$ cat config.mk
export PLATFORM = sky130hd
export DESIGN_NAME = mod_fetch
export DESIGN_NICKNAME = d
export VERILOG_FILES = /design/src/rtl/mod_fetch.sv
export SDC_FILE = /design/constraint.sdc
export NUM_CORES = 1
export LEC_CHECK = 0
export ABC_AREA = 1
export CAP_MARGIN = 20
export CORE_MARGIN = 2
export CORE_UTILIZATION = 53
export DETAILED_ROUTE_END_ITERATION = 10
export GPL_TIMING_DRIVEN = 0
export HOLD_SLACK_MARGIN = 0.05
export PLACE_DENSITY = 0.89
export SKIP_LAST_GASP = 1
export SLEW_MARGIN = 30
export SYNTH_ARGS = -nofsm -noshare
export SYNTH_HDL_FRONTEND = slang
export SYNTH_SLANG_ARGS = --single-unit
export TNS_END_PERCENT = 1
$ cat constraint.sdc
create_clock -name clk -period 4.24 [get_ports clk]
set_clock_uncertainty 0.05 [all_clocks]
set_input_delay 0.848 -clock clk [delete_from_list [all_inputs] [get_ports clk]]
set_output_delay 0.848 -clock clk [all_outputs]
set_load 0.03 [all_outputs]
$ cat src/rtl/mod_fetch.sv
// -----------------------------------------------------------------------------
// mod_fetch -- instruction fetch front end
//
// Issues word-aligned fetch requests to an instruction memory with a fixed
// one-cycle read latency and buffers the returned words, together with their
// addresses, in a 2-entry FIFO whose head registers drive decode directly.
// A single-cycle redirect flushes the buffer, kills any response still
// arriving, and restarts fetch at a new address.
//
// Parameters
//   RESET_PC     first instruction address fetched after reset
//
// Ports
//   clk          clock, all state updates on the rising edge
//   rst          asynchronous active-low reset
//   ie           instruction-memory request enable (iaddr valid this cycle)
//   iaddr        word-aligned fetch address (bits [1:0] always 0)
//   iout         instruction word, valid one cycle after the requesting ie
//   redirect     single-cycle request to restart fetch
//   redirect_pc  restart address, bits [1:0] ignored
//   out_valid    head entry holds a valid instruction for decode
//   out_ready    decode accepts the head entry this cycle
//   out_inst     head instruction word
//   out_pc       address of out_inst
//   stall_cycles (only with FETCH_PERF_EN) saturating count of cycles with
//                out_valid=1 and out_ready=0
//
// Configuration macro
//   FETCH_PERF_EN  adds the stall_cycles output and its counter
// -----------------------------------------------------------------------------
module mod_fetch #(
  parameter logic [31:0] RESET_PC = 32'h0000_0000
) (
  input  logic        clk,
  input  logic        rst,
  output logic        ie,
  output logic [31:0] iaddr,
  input  logic [31:0] iout,
  input  logic        redirect,
  input  logic [31:0] redirect_pc,
  output logic        out_valid,
  input  logic        out_ready,
  output logic [31:0] out_inst,
  output logic [31:0] out_pc
`ifdef FETCH_PERF_EN
  ,
  output logic [31:0] stall_cycles
`endif
);

  // Fetch addresses are always word aligned, including the reset address.
  localparam logic [31:0] RESET_PC_ALIGNED = {RESET_PC[31:2], 2'b00};

  // ---------------------------------------------------------------------------
  // State
  // ---------------------------------------------------------------------------
  logic [31:0] pc_r;            // next address to request
  logic        inflight_r;      // a request issued last cycle returns now
  logic [31:0] inflight_pc_r;   // address of that in-flight request
  logic [1:0]  count_r;         // FIFO occupancy, 0..2
  logic        head_valid_r;    // head entry valid (drives out_valid)
  logic [31:0] head_pc_r;
  logic [31:0] head_inst_r;
  logic [31:0] tail_pc_r;
  logic [31:0] tail_inst_r;

  // ---------------------------------------------------------------------------
  // Combinational control
  // ---------------------------------------------------------------------------
  logic        pop_s;
  logic        wr_s;
  logic [2:0]  occupancy_s;
  logic        ie_s;
  logic [31:0] pc_next_s;
  logic [1:0]  count_next_s;
  logic        head_valid_next_s;
  logic [31:0] head_pc_next_s;
  logic [31:0] head_inst_next_s;
  logic [31:0] tail_pc_next_s;
  logic [31:0] tail_inst_next_s;

  // Handshake, response write and issue decision for the current cycle.
  always_comb begin
    pop_s = head_valid_r & out_ready;
    // A returning response is dropped when a redirect lands in the same cycle.
    wr_s  = inflight_r & ~redirect;
    // Slots that will be committed after this cycle's pop. A pop implies
    // count_r >= 1, so the subtraction never underflows.
    occupancy_s = {1'b0, count_r} + {2'b00, inflight_r} - {2'b00, pop_s};
    // Gating with rst keeps ie low asynchronously while reset is held.
    if (rst && !redirect && (occupancy_s < 3'd2)) begin
      ie_s = 1'b1;
    end else begin
      ie_s = 1'b0;
    end
  end

  // Next fetch PC: redirect wins, otherwise advance only on an issued request.
  always_comb begin
    pc_next_s = pc_r;
    if (redirect) begin
      pc_next_s = {redirect_pc[31:2], 2'b00};
    end else if (ie_s) begin
      pc_next_s = pc_r + 32'd4;   // wraps 0xFFFFFFFC -> 0x00000000 naturally
    end else begin
      pc_next_s = pc_r;
    end
  end

  // FIFO next state: head is the oldest entry, tail the second one.
  always_comb begin
    count_next_s     = count_r;
    head_pc_next_s   = head_pc_r;
    head_inst_next_s = head_inst_r;
    tail_pc_next_s   = tail_pc_r;
    tail_inst_next_s = tail_inst_r;
    if (redirect) begin
      // Flush only; stale data registers are harmless while invalid.
      count_next_s = 2'd0;
    end else begin
      case ({wr_s, pop_s})
        2'b10: begin
          if (count_r == 2'd0) begin
            head_pc_next_s   = inflight_pc_r;
            head_inst_next_s = iout;
            count_next_s     = 2'd1;
          end else begin
            tail_pc_next_s   = inflight_pc_r;
            tail_inst_next_s = iout;
            count_next_s     = 2'd2;
          end
        end
        2'b01: begin
          if (count_r == 2'd2) begin
            head_pc_next_s   = tail_pc_r;
            head_inst_next_s = tail_inst_r;
            count_next_s     = 2'd1;
          end else begin
            count_next_s     = 2'd0;
          end
        end
        2'b11: begin
          if (count_r == 2'd1) begin
            // Steady streaming: the new word replaces the departing head.
            head_pc_next_s   = inflight_pc_r;
            head_inst_next_s = iout;
            count_next_s     = 2'd1;
          end else begin
            // Unreachable because issue is throttled, kept ordered anyway.
            head_pc_next_s   = tail_pc_r;
            head_inst_next_s = tail_inst_r;
            tail_pc_next_s   = inflight_pc_r;
            tail_inst_next_s = iout;
            count_next_s     = 2'd2;
          end
        end
        default: begin
          count_next_s = count_r;
        end
      endcase
    end
    if (count_next_s != 2'd0) begin
      head_valid_next_s = 1'b1;
    end else begin
      head_valid_next_s = 1'b0;
    end
  end

  // ---------------------------------------------------------------------------
  // Registers
  // ---------------------------------------------------------------------------

  // Fetch PC and in-flight request tracking.
  always_ff @(posedge clk or negedge rst) begin
    if (!rst) begin
      pc_r          <= RESET_PC_ALIGNED;
      inflight_r    <= 1'b0;
      inflight_pc_r <= 32'h0000_0000;
    end else begin
      pc_r          <= pc_next_s;
      // ie is forced low under redirect, so a redirect never leaves a
      // request in flight.
      inflight_r    <= ie_s;
      if (ie_s) begin
        inflight_pc_r <= pc_r;
      end else begin
        inflight_pc_r <= inflight_pc_r;
      end
    end
  end

  // FIFO storage and occupancy.
  always_ff @(posedge clk or negedge rst) begin
    if (!rst) begin
      count_r      <= 2'd0;
      head_valid_r <= 1'b0;
      head_pc_r    <= 32'h0000_0000;
      head_inst_r  <= 32'h0000_0000;
      tail_pc_r    <= 32'h0000_0000;
      tail_inst_r  <= 32'h0000_0000;
    end else begin
      count_r      <= count_next_s;
      head_valid_r <= head_valid_next_s;
      head_pc_r    <= head_pc_next_s;
      head_inst_r  <= head_inst_next_s;
      tail_pc_r    <= tail_pc_next_s;
      tail_inst_r  <= tail_inst_next_s;
    end
  end

`ifdef FETCH_PERF_EN
  logic [31:0] stall_cycles_r;

  // Saturating count of cycles where decode back-pressures a valid head.
  always_ff @(posedge clk or negedge rst) begin
    if (!rst) begin
      stall_cycles_r <= 32'h0000_0000;
    end else if (head_valid_r && !out_ready && (stall_cycles_r != 32'hFFFF_FFFF)) begin
      stall_cycles_r <= stall_cycles_r + 32'd1;
    end else begin
      stall_cycles_r <= stall_cycles_r;
    end
  end

  assign stall_cycles = stall_cycles_r;
`endif

  // ---------------------------------------------------------------------------
  // Outputs
  // ---------------------------------------------------------------------------
  assign ie        = ie_s;
  assign iaddr     = pc_r;
  assign out_valid = head_valid_r;
  assign out_pc    = head_pc_r;
  assign out_inst  = head_inst_r;

endmodule
==> reports/results.ini <==
[placed_design]
numPortBuffers = 160
gp_congestion = 0.887
placed_cells = 1613
dp_hpwl_mm = 17.7

[final_layout]
syn_to_final_growth_pct = 28.1
nNetsFinal = 1479
layout.cells.non_filler = 1646
antennaDiodeCount = 0
drive_gt1_share_pct = 8.23

[die]
rows = 48
dieArea_sq_um = 18600
initial_utilization_pct = 54.0
die_w_um = 137
pin_count = 166
core_area_sq_um = 17200
fp.dieH_um = 137

[timing]
worstMarginPinSlew_ns = 0.534
clock.fmax_mhz = 243
whs_ns = 0.204
report.final.hold_viol_count = 0
setup_viol = 0
period_share_pct = 97.1
relSlewSlack_pct = 64.3
final_max_slew_viol_count = 0
layout_min_cycle_time_ns = 4.12
rsz0062_at_grt = no
final.setup.tns_ns = 0

[job]
cap_viol_max_count = 0

[cts]
cts_num_sinks = 189
clock_latency_ns = 0.44
hold_buffers = 0
numCtsBuffers = 17
cts_buffer_depth = 2
ctsHtreeMaxLevel = 4
clockRootBuffer = clkbuf_16
path_clk_slew_ns = 0.07
cts_tree = done

[power_and_ir_drop]
power_leakage_nw = 5.98
pwr_density_cell_nw_per_um2 = 603
irDropWorstVdd_v = 0.000360
totalPowerFinal_mw = 7.19

[routing]
finalWirelength_mm = 24.9
drt_pass1_iterations = 6
wl_per_cell_um = 15.1
drt_iter0_drc = 547
vias = 8625
viasPerCell = 5.24
drcViolationCount = 0
postRouteAntennaNets = 0

[status]
status = finished, final reports clean

[setup_path]
crit_path_start_kind = input port
r2r_cells = 13
end_kind = primary output
r2r-end = iaddr[22]
crit_type = input port to primary output
startpoint = out_ready
crit_required_ns = 3.34
cp.arrival_ns = 3.22
worstPathMaxFanout = 11
r2r_start = out_valid
ff2ff_setup_slack_ns = 1.42

[synth]
synth_area_sq_um = 9310
yosysWarnings = 0
ys_seq_elements = 189
synth_cell_types = 33
syn_area_per_cell_sq_um = 7.60
yosysSeqAreaShare_pct = 50.8
synthCells = 1225

[global_routing]
overflow = 0
grt_max_degree = 82
grt_pass1_vias = 8556
antenna_found_initial = 0
grt_pass1_wl_mm = 40.7
track_usage_pct = 27.8

[hold_path]
hold_class = input port to async pin

worst max-delay path by stage:
stage	slack, ns	endpoint
after global routing	0.02	ie
after detailed placement	-0.73	ie
after CTS	0.08	ie
final	0.12	ie
after floorplan	0.65	ie
after global placement	-6.05	ie
state kept, by name (all words and copies together) (netlist names):
register,cells
inflight_r,1
out_inst,32
out_pc,31
inflight_pc_r,30
tail_pc_r,30
iaddr,30
count_r,2
out_valid,1
tail_inst_r,32
final cells by class:
class | count | area [sq um]
fillers | 1361 | 5320
plain buffers | 57 | 459
well taps | 225 | 282
clock buffers | 19 | 453
multi-input cells | 842 | 3610
flip-flops and latches | 189 | 4730
clock inverters | 13 | 185
repair buffers | 163 | 1670
inverters | 138 | 531
Yosys cell counts, drive strengths merged:
master	instances	area (sq um)
conb	1	3.75
inv	137	519
o211ai	3	22.5
or2	2	12.5
ha	2	25.0
o21ai	154	805
xor2	2	17.5
nand3	70	368
fa	1	20.0
dfrtp	189	4730
nand4	1	6.26
nor3	1	5.00
and2	1	6.26
clkinv	1	3.75
nand2	504	1920
clkbuf	6	22.5
buf	51	430
nor2	99	389
layout by cell type (no fill, tap or decap), types with 4 or more instances in the layout:
| cell | Yosys | layout |
|---|---|---|
| inv_1 | 132 | 132 |
| buf_6 | 15 | 17 |
| clkbuf_16 | 0 | 17 |
| o21ai_0 | 61 | 61 |
| nand3_1 | 68 | 68 |
| buf_8 | 6 | 7 |
| clkbuf_1 | 6 | 6 |
| nand2_2 | 5 | 4 |
| bufinv_16 | 0 | 4 |
| buf_2 | 25 | 24 |
| clkdlybuf4s50_1 | 0 | 158 |
| o21ai_2 | 9 | 9 |
| nor2_1 | 96 | 95 |
| nand2_1 | 497 | 497 |
| o21ai_1 | 84 | 84 |
| buf_4 | 3 | 4 |
| dfrtp_1 | 189 | 189 |
per-layer routing:
| layer | vias up | routed length, um | global-route usage [%] |
|---|---|---|---|
| met5 | - | 0 | 0 |
| met4 | 0 | 699 | 11.9 |
| met3 | 60 | 1800 | 4.78 |
| met2 | 388 | 11900 | 46.1 |
| met1 | 4036 | 10500 | 36.2 |
| li1 | 4141 | - | - |
worst max-delay path, stage by stage:
cell             delay [ns]
clkdlybuf4s50_1        0.50
nand2_4                0.11
inv_4                  0.10
ha_1                   0.22
or2_2                  0.30
fa_1                   0.49
nand2_1                0.06
nor2_2                 0.12
nand2_2                0.09
clkinv_4               0.08
buf_6                  0.16
buf_6                  0.14
where the power goes:
| part | leakage [nW] | internal [mW] | switching, mW |
|---|---|---|---|
| clock network | 0.310 | 1.02 | 0.713 |
| logic | 3.38 | 1.02 | 1.54 |
| registers | 2.28 | 2.48 | 0.406 |
kinds of logic (layout without fill, tap and decap cells):
family | after synthesis | count (layout) | synth area share (%)
fa+ha+maj | 3 | 3 | 0.484
compound gates | 157 | 157 | 8.89
xor+xnor | 2 | 2 | 0.188
other cells | 1 | 2 | 0.0403
simple gates | 678 | 678 | 29.1
buf+inv | 195 | 390 | 10.5
flops | 189 | 189 | 50.8
per-stage QoR:
stage	utilization [%]	worst slack, ns	area, sq um
after floorplan	-	0.647	9310
final	69.2	0.123	11900
after global placement	64.9	-6.05	11200
after global routing	69.2	0.0214	11900
after detailed placement	65.3	-0.734	11300
after CTS	69.1	0.0796	11900
what timing repair did:
item / in CTS / in global routing
setup buffers: 1 / 0
endpoints found under the setup margin: 1 / 1
pin swaps: 1 / 0
gates resized for setup: 12 / 2
No activity file was read; power rests on OpenSTA's default activity.
